[src/rtl/udc_pkg.sv]
// Shared types and the step function for the two-port up/down counter arbiter.
package udc_pkg;
  localparam int UDC_WIDTH = 16;
  localparam int UDC_LEN_W = 8;
  localparam int NUM_PORTS = 2;

  typedef enum logic [1:0] {IDLE = 2'd0, RUN = 2'd1, DONE = 2'd2} state_t;

  // Operates on a 32-bit container so any WIDTH <= 32 can share it; max is all-ones at WIDTH.
  function automatic logic [31:0] next_count(logic [31:0] cnt, logic [31:0] max,
                                             logic up, logic sat);
    if (up) return (cnt == max) ? (sat ? cnt : 32'd0) : cnt + 32'd1;
    else    return (cnt == 32'd0) ? (sat ? cnt : max) : cnt - 32'd1;
  endfunction
endpackage

[src/rtl/udc_if.sv]
// Per-port command handshake between requesters and the arbiter.
interface udc_if #(parameter int LEN_W = 8);
  logic [1:0]         req_valid;
  logic [1:0]         req_ready;
  logic [1:0]         req_up;
  logic [2*LEN_W-1:0] req_len;

  modport master (output req_valid, req_up, req_len, input req_ready);
  modport slave  (input req_valid, req_up, req_len, output req_ready);
endinterface

[src/rtl/udc_core.sv]
// Counter register: steps once per enabled cycle, saturating or wrapping.
module udc_core
  import udc_pkg::*;
#(
  parameter int WIDTH = UDC_WIDTH,
  parameter bit SAT   = 1'b1
) (
  input  logic             clk,
  input  logic             rst_n,
  input  logic             en,
  input  logic             up,
  output logic [WIDTH-1:0] counter,
  output logic             blocked
);
  assign blocked = en && SAT && (up ? (counter == {WIDTH{1'b1}}) : (counter == '0));

  always_ff @(posedge clk or negedge rst_n) begin
    if (!rst_n)  counter <= '0;
    else if (en) counter <= WIDTH'(next_count(32'(counter), 32'({WIDTH{1'b1}}), up, SAT));
  end
endmodule

[src/rtl/udc_arbiter.sv]
// Round-robin owner of the shared counter: arbitrates, runs len steps, pulses done.
module udc_arbiter
  import udc_pkg::*;
#(
  parameter int WIDTH = UDC_WIDTH,
  parameter int LEN_W = UDC_LEN_W,
  parameter bit SAT   = 1'b1
) (
  input  logic             clk,
  input  logic             rst_n,
  udc_if.slave             req,
  output logic [WIDTH-1:0] counter,
  output logic             busy,
  output logic             grant_id,
  output logic             done,
  output logic             done_id,
  output logic             clipped
);
  state_t             state;
  logic [LEN_W-1:0]   remaining;
  logic               dir, clip, last, win, accept, blocked;
  logic [LEN_W-1:0]   win_len;

  // With both ports asking, the one not served last time goes first.
  assign win     = (&req.req_valid) ? ~last : req.req_valid[1];
  assign accept  = (state == IDLE) && (|req.req_valid);
  assign win_len = win ? req.req_len[2*LEN_W-1:LEN_W] : req.req_len[LEN_W-1:0];

  for (genvar i = 0; i < NUM_PORTS; i++) begin : g_rdy
    assign req.req_ready[i] = accept && (win == 1'(i));
  end

  always_ff @(posedge clk or negedge rst_n) begin
    if (!rst_n) begin
      state     <= IDLE;
      remaining <= '0;
      dir       <= 1'b0;
      clip      <= 1'b0;
      grant_id  <= 1'b0;
      last      <= 1'b1;
    end else begin
      case (state)
        IDLE: if (accept) begin
          dir      <= req.req_up[win];
          grant_id <= win;
          last     <= win;
          clip     <= 1'b0;
          if (win_len != '0) begin
            state     <= RUN;
            remaining <= win_len;
          end else begin
            state <= DONE;
          end
        end
        RUN: begin
          remaining <= remaining - LEN_W'(1);
          if (blocked) clip <= 1'b1;
          if (remaining == LEN_W'(1)) state <= DONE;
        end
        DONE:    state <= IDLE;
        default: state <= IDLE;
      endcase
    end
  end

  udc_core #(.WIDTH(WIDTH), .SAT(SAT)) u_core (
    .clk     (clk),
    .rst_n   (rst_n),
    .en      (state == RUN),
    .up      (dir),
    .counter (counter),
    .blocked (blocked)
  );

  assign busy    = (state != IDLE);
  assign done    = (state == DONE);
  assign done_id = grant_id;
  assign clipped = clip;
endmodule

[src/flat_wrapper.sv]
// flat-port wrapper written by rule: the top's interface ports become plain ports
module udc_arbiter_flat import udc_pkg::*;
#(
  parameter int WIDTH = UDC_WIDTH,
  parameter int LEN_W = UDC_LEN_W,
  parameter bit SAT   = 1'b1
)
  (clk, rst_n, counter, busy, grant_id, done, done_id, clipped, req_req_valid, req_req_up, req_req_len, req_req_ready);
  udc_if #(.LEN_W(LEN_W)) req_i ();
  input  logic clk;
  input  logic rst_n;
  output logic [WIDTH-1:0] counter;
  output logic busy;
  output logic grant_id;
  output logic done;
  output logic done_id;
  output logic clipped;
  input wire logic [$bits(req_i.req_valid)-1:0] req_req_valid;
  input wire logic [$bits(req_i.req_up)-1:0] req_req_up;
  input wire logic [$bits(req_i.req_len)-1:0] req_req_len;
  output wire logic [$bits(req_i.req_ready)-1:0] req_req_ready;
  assign req_i.req_valid = req_req_valid;
  assign req_i.req_up = req_req_up;
  assign req_i.req_len = req_req_len;
  assign req_req_ready = req_i.req_ready;
  udc_arbiter #(.WIDTH(WIDTH), .LEN_W(LEN_W), .SAT(SAT)) u_core (.clk(clk), .rst_n(rst_n), .req(req_i), .counter(counter), .busy(busy), .grant_id(grant_id), .done(done), .done_id(done_id), .clipped(clipped));
endmodule
[config.mk]
export PLATFORM = sky130hd
export DESIGN_NAME = udc_arbiter_flat
export DESIGN_NICKNAME = d
export VERILOG_FILES = /design/src/rtl/udc_pkg.sv /design/src/rtl/udc_if.sv /design/src/rtl/udc_core.sv /design/src/rtl/udc_arbiter.sv /design/src/flat_wrapper.sv
export SDC_FILE = /design/constraint.sdc
export NUM_CORES = 1
export LEC_CHECK = 0
export CORE_MARGIN = 10
export CORE_UTILIZATION = 40
export DETAILED_ROUTE_END_ITERATION = 8
export PLACE_DENSITY = 0.67
export SLEW_MARGIN = 40
export SYNTH_ARGS = -nofsm -noshare
export SYNTH_HDL_FRONTEND = slang
export SYNTH_SLANG_ARGS = --single-unit
[constraint.sdc]
create_clock -name clk -period 2.1 [get_ports clk]
set_input_delay 0.63 -clock clk [delete_from_list [all_inputs] [get_ports clk]]
set_output_delay 0.63 -clock clk [all_outputs]
set_load 0.02 [all_outputs]
==> Word-level counts from Yosys, hierarchy flattened <==
Index checks and enable logic that the tools add are counted.
{ "classes": {"shifts": 0, "n_mux": 18, "n_bitwise": 2, "n_addsub": 3, "n_eq_ne": 10, "n_mul": 0, "n_reduce_logical": 16, "div_mod_pow": 0, "n_lt_le_gt_ge": 1} }
{ "ops": {"columns": ["op", "n"], "rows": [
  ["16-bit two-way mux", 3],
  ["8-bit two-way mux", 3],
  ["16-bit by 1-bit adder with 16-bit output (second input constant)", 1],
  ["16-bit equality test (second input constant)", 1],
  ["16-bit logical NOT", 1],
  ["8-bit case mux with 2 select lines", 1],
  ["16-bit by 1-bit subtractor with 16-bit output (second input constant)", 1],
  ["3-bit AND reduction", 3],
  ["8-bit by 1-bit equality test with 1-bit output (second input constant)", 1],
  ["2-bit by 1-bit != test with 1-bit output (second input constant)", 4],
  ["8-bit nonzero test", 1],
  ["8-bit by 1-bit subtractor with 8-bit output (second input constant)", 1],
  ["1-bit two-way mux", 6],
  ["2-bit two-way mux", 3],
  ["2-bit AND reduction", 3],
  ["1-bit logical AND", 4],
  ["2-bit != test (second input constant)", 2],
  ["2-bit case mux with 2 select lines", 1],
  ["2-bit nonzero test", 2],
  ["2-bit by 1-bit equality test with 1-bit output (second input constant)", 1],
  ["2-bit equality test (second input constant)", 1],
  ["2-bit logical NOT", 1],
  ["1-bit by 2-bit < comparator with 1-bit output (second input constant)", 1],
  ["1-bit NOT", 2],
  ["2 further kinds", 2]
]} }
{ "word_totals": {"latchBits": 0, "inputBits": 22, "ram_bits": 0, "reg_bits": 30, "mem_count": 0, "romBits": 0, "elab_cells": 57} }

==> Longest topological paths before layout <==
{ "depth": {"word_depth": 7, "ltp_mapped": 9, "depth_no_buf": 9} }

==> Modules after synthesis <==
Synthesis repeated with hierarchy kept, for this count alone.
{ "unflattened": {"hier_cells": 308, "hier_area_um2": 2459.9} }
{ "modules_own_cells": {"columns": ["module", "area_each_um2", "instances", "cells_per_inst"], "rows": [
  ["udc_core", 1483.9, 1, 181],
  ["udc_arbiter", 975.9, 1, 127]
]} }

==> Worst setup path after synthesis <==
OpenSTA, ideal clock, no wires.
{ "synth_timing": {"path_type": "register to register", "start": "register u_core.dir", "end": "register u_core.u_core.counter[12]", "arrival_ns": 2.225, "path_slack_ns": -0.249, "path_stages_with_launch": 10, "n_path_buf": 0, "path_cell_list": "dfrtp_1 inv_1 ha_1 nor2b_1 o21ai_1 a21boi_1 a211oi_2 o21ai_0 xor2_1 mux2_2"} }
{ "synth_via": {"elab_chain_cells": 2} }
{ "synth_rtl": {"columns": ["element", "line", "rtl"], "rows": [
  ["start: declaration", "udc_arbiter.sv:21", "logic dir, clip, last, win, accept, blocked;"],
  ["start signal: assignment", "udc_arbiter.sv:44", "dir <= req.req_up[win];"],
  ["2-bit by 1-bit != test with 1-bit output (no line) or 2-bit != test (tied branches)", null, null],
  ["3-bit AND reduction (no line)", null, null],
  ["end signal: assignment", "udc_core.sv:19", "else if (en) counter <= WIDTH'(next_count(32'(counter), 32'({WIDTH{1'b1}}), up, SAT));"],
  ["end: declaration", "udc_core.sv:12", "output logic [WIDTH-1:0] counter,"]
]} }
Parallel ways exist; a longest one is shown, timed or not.
A chain may end at the register's enable or synchronous reset.

==> Final worst setup path <==
{ "layout_timing": {"start": "input port req_req_valid[0]", "end": "register u_core.remaining[4]"} }
{ "layout_via": {"elab_chain_cells": 6} }
{ "layout_rtl": {"columns": ["element", "line", "rtl"], "rows": [
  ["start: declaration", "flat_wrapper.sv:18", "input wire logic [$bits(req_i.req_valid)-1:0] req_req_valid;"],
  ["2-bit AND reduction", "udc_arbiter.sv:25", "assign win = (&req.req_valid) ? ~last : req.req_valid[1];"],
  ["1-bit two-way mux", "udc_arbiter.sv:25", null],
  ["8-bit two-way mux", "udc_arbiter.sv:27", "assign win_len = win ? req.req_len[2*LEN_W-1:LEN_W] : req.req_len[LEN_W-1:0];"],
  ["8-bit nonzero test or 8-bit two-way mux (tied branches)", "udc_arbiter.sv:48", "if (win_len != '0) begin"],
  ["2-bit by 1-bit != test with 1-bit output (no line) or 8-bit two-way mux (tied branches)", null, null],
  ["3-bit AND reduction (no line) or 8-bit case mux with 2 select lines (tied branches)", null, null],
  ["end signal: assignment", "udc_arbiter.sv:50", "remaining <= win_len;"],
  ["end signal: assignment", "udc_arbiter.sv:56", "remaining <= remaining - LEN_W'(1);"],
  ["end: declaration", "udc_arbiter.sv:20", "logic [LEN_W-1:0] remaining;"]
]} }
Parallel ways exist; a longest one is shown, timed or not. The select of a mux whose other input is x is not followed.

==> results.cfg <==
[yosys]
synth_area_mm2 = 0.00228
yosys.area_share.simple_pct = 20.4
synth_compound_area_share_pct = 22.4
synthCells = 268
seq_area_frac_synth_pct = 32.9
yosysTopAreaCellShare_pct = 31.8
ys_types = 58
synth_fp_nets = 307
yosys.area_share.adder_pct = 9.64
synth_common_cells = 30 x nand2_1, 29 x dfrtp_1, 27 x nor2_1
synth_xor_area_share_pct = 4.60
ys_async_sr_fraction_pct = 100
dominantRegCellSynth = dfrtp_1
synth_top_family_by_area = compound AO/OA/AOI/OAI gates
synth_mux_area_share_pct = 5.97
synth_edf_count = 0
synth_most_common_cell = nand2_1
avgSynthCellArea_um2 = 8.52
yosysTopAreaCell = dfrtp_1
ys_warn_count = 0
synth_area_leaders = dfrtp_1 32%, ha_1 8.8%, o21ai_0 5.0%
ys_ff_latch = 30

[detailed_routing]
first_pass_iters = 5
drt-total-wl_um = 8080
wire_per_inst_um = 17.4
drc = 0
vias = 2552
ant_nets = 0
vias_per_cell = 5.49
first_iter_violations = 146

[placement]
port_buffers = 44
place_congestion = 0.905
placed_area_mm2 = 0.00328
dp_slack_ps = -748
placed_cells = 441
place_hpwl_um = 5210

[worst_setup_path]
crit_chain = buf_8 > buf_6 > a21boi_4 > buf_12 > mux2i_2 > nand4_1 > nor2_1 > nor3_2 > a221o_1
worstReg2RegEnd = u_core.u_core.counter[12]
worstPathRequired_ps = 2260
r2r_slack_ps = -90
crit_slowest_cell = a221o_1
reg2reg_depth = 10
r2r-start = u_core.dir
cp_data_arrival_time_ps = 2430
start_kind = input pin
setup.worst_path.end_class = register
path_class = input pin to register
worst_path_largest_cell_delay_ps = 350
cp_max_fo = 7

[run_status]
outcome = complete, but fails checks
violations = setup timing

[timing]
final-max-slew-violation-count = 0
fmax_mhz = 440
fin_skew_ps = 6.54
rsz0062_at_grt = yes
layout_min_cycle_time_ps = 2270
holdWs_ps = 518
period_share_pct = 108
tightest_slew_ps = 422
finalHoldViolations = 0
fin_ws_ps = -172
setup_viol = 15
slew_headroom_pct = 71.8

[global_route]
grt_use_total_pct = 17.2
grt_pass1_vias = 2635
grt_util_met1_pct = 19.5
antenna_found_initial = 0
grt_max_degree = 31
grt_pass1_wl_um = 12600
top_usage_layer = met2
use_met2_pct = 31.7
met3_usage_pct = 4.16
globalRouteOverflowTotal = 0

[finish]
area_delta_synth_final_pct = 70.4
design_area_mm2 = 0.00389
drive_above_1_share_pct = 37.9
diodes = 0
nets = 431
stdcell_count = 465

[clock_tree]
clockBufferDepth = 2
clock_latency_ps = 280
clkTransAtPathRegs_ps = 70
htreeDepth = 2
clock-root-buffer = clkbuf_8
cts_buffers = 5
cts_tree = done
cts_sinks = 30

[min_path]
hp-class = register to register
hold_depth = 1
min_from = u_core.done_id
holdPathEnd = u_core.done_id

[floorplanning]
start_util_pct = 41.2
core_area_mm2 = 0.00554
io-pin-count = 45
rows = 27
chipWidth_um = 95.6
die_h_um = 95.6
dieArea_mm2 = 0.00913

[run]
drv_cap = 0

[power]
irDropWorstVdd_v = 0.00113
power_density_mw_per_mm2 = 1940
p_leak_nw = 1.70
[cells by family (layout without fill, tap and decap cells)]
kind of cell,count (synthesis),in the layout
muxes,13,13
AOI/OAI and AO/OA,78,78
and+or+nand+nor,98,98
buffers and inverters,20,145
adders and majority gates,17,17
xor gates and xnor gates,12,12
DFF,30,30
[stage by stage]
| step | util, % | power, W | TNS [ps] |
|---|---|---|---|
| after detailed placement | 59.3 | 0.00572 | -8800 |
| final | 70.3 | 0.00754 | -1080 |
| after floorplan | - | 0.00391 | 0 |
| after global routing | 70.3 | 0.00810 | -2620 |
| after global placement | 59.3 | 0.00560 | -7790 |
| after CTS | 66.7 | 0.00692 | -152 |
[worst max-delay path by stage]
stage	startpoint	end
after floorplan	u_core.dir	u_core.u_core.counter[15]
after global routing	req_req_valid[0]	u_core.remaining[4]
after global placement	req_req_valid[0]	req_req_ready[1]
after CTS	req_req_valid[0]	u_core.remaining[5]
final	req_req_valid[0]	u_core.remaining[4]
after detailed placement	req_req_valid[0]	u_core.remaining[3]
[sequential cells by signal, summed over array words and instances, names as in the netlist]
| register | cells |
|---|---|
| u_core.u_core.counter | 16 |
| u_core.remaining | 8 |
| u_core.state | 2 |
| u_core.clipped | 1 |
| u_core.dir | 1 |
| u_core.done_id | 1 |
| u_core.last | 1 |
[layer usage]
metal | wire length (um) | share of wire [%] | up-vias
met3 | 450 | 5.6 | 21
met4 | 223 | 2.8 | 0
met2 | 4220 | 52 | 100
li1 | - | - | 1228
met1 | 3190 | 39 | 1203
met5 | 0 | 0 | -
[critical path, delay by kind of cell]
family                 cells  cell delay [ps]
AOI/OAI and AO/OA          2              560
muxes                      1              290
and+or+nand+nor            3              550
buffers and inverters      3              410
[cell usage in the layout, fill, tap and decap left out, types with 6 or more instances in the layout]
cell type and count:
a21o_1 7, dfrtp_1 25, a21oi_1 11, o21ai_1 8
ha_1 9, xor2_1 6, dlymetal6s2s_1 6, nand2_1 30
o21ai_0 14, buf_4 69, buf_6 9, nand3_1 6
a21oi_2 7, ha_4 7, nor2_1 27, mux2i_4 6
nand4_1 8, inv_1 11, clkdlybuf4s50_1 29, clkbuf_8 6
[report_power, final]
group | total [W] | leakage (nW) | switching [W] | internal [W]
Clock | 0.000495 | 0.0482 | 0.000231 | 0.000264
Sequential | 0.00132 | 0.343 | 0.000399 | 0.000924
Combinational | 0.00573 | 1.30 | 0.00271 | 0.00302
[cell type report]
class,count,area (um^2)
Inverter,12,52.6
Clock buffer,7,86.3
Sequential cell,30,757
Tap cell,72,90.1
Clock inverter,1,5.00
Multi-Input combinational cell,218,1780
Fill cell,421,1650
Timing Repair Buffer,125,1120
[what timing repair did]
item,CTS,global route
hold buffers,0,0
setup endpoints to repair,27,33
setup buffers,14,2
gates resized for setup,65,41
pin swaps,18,24
(Power assumes the default switching activity.)
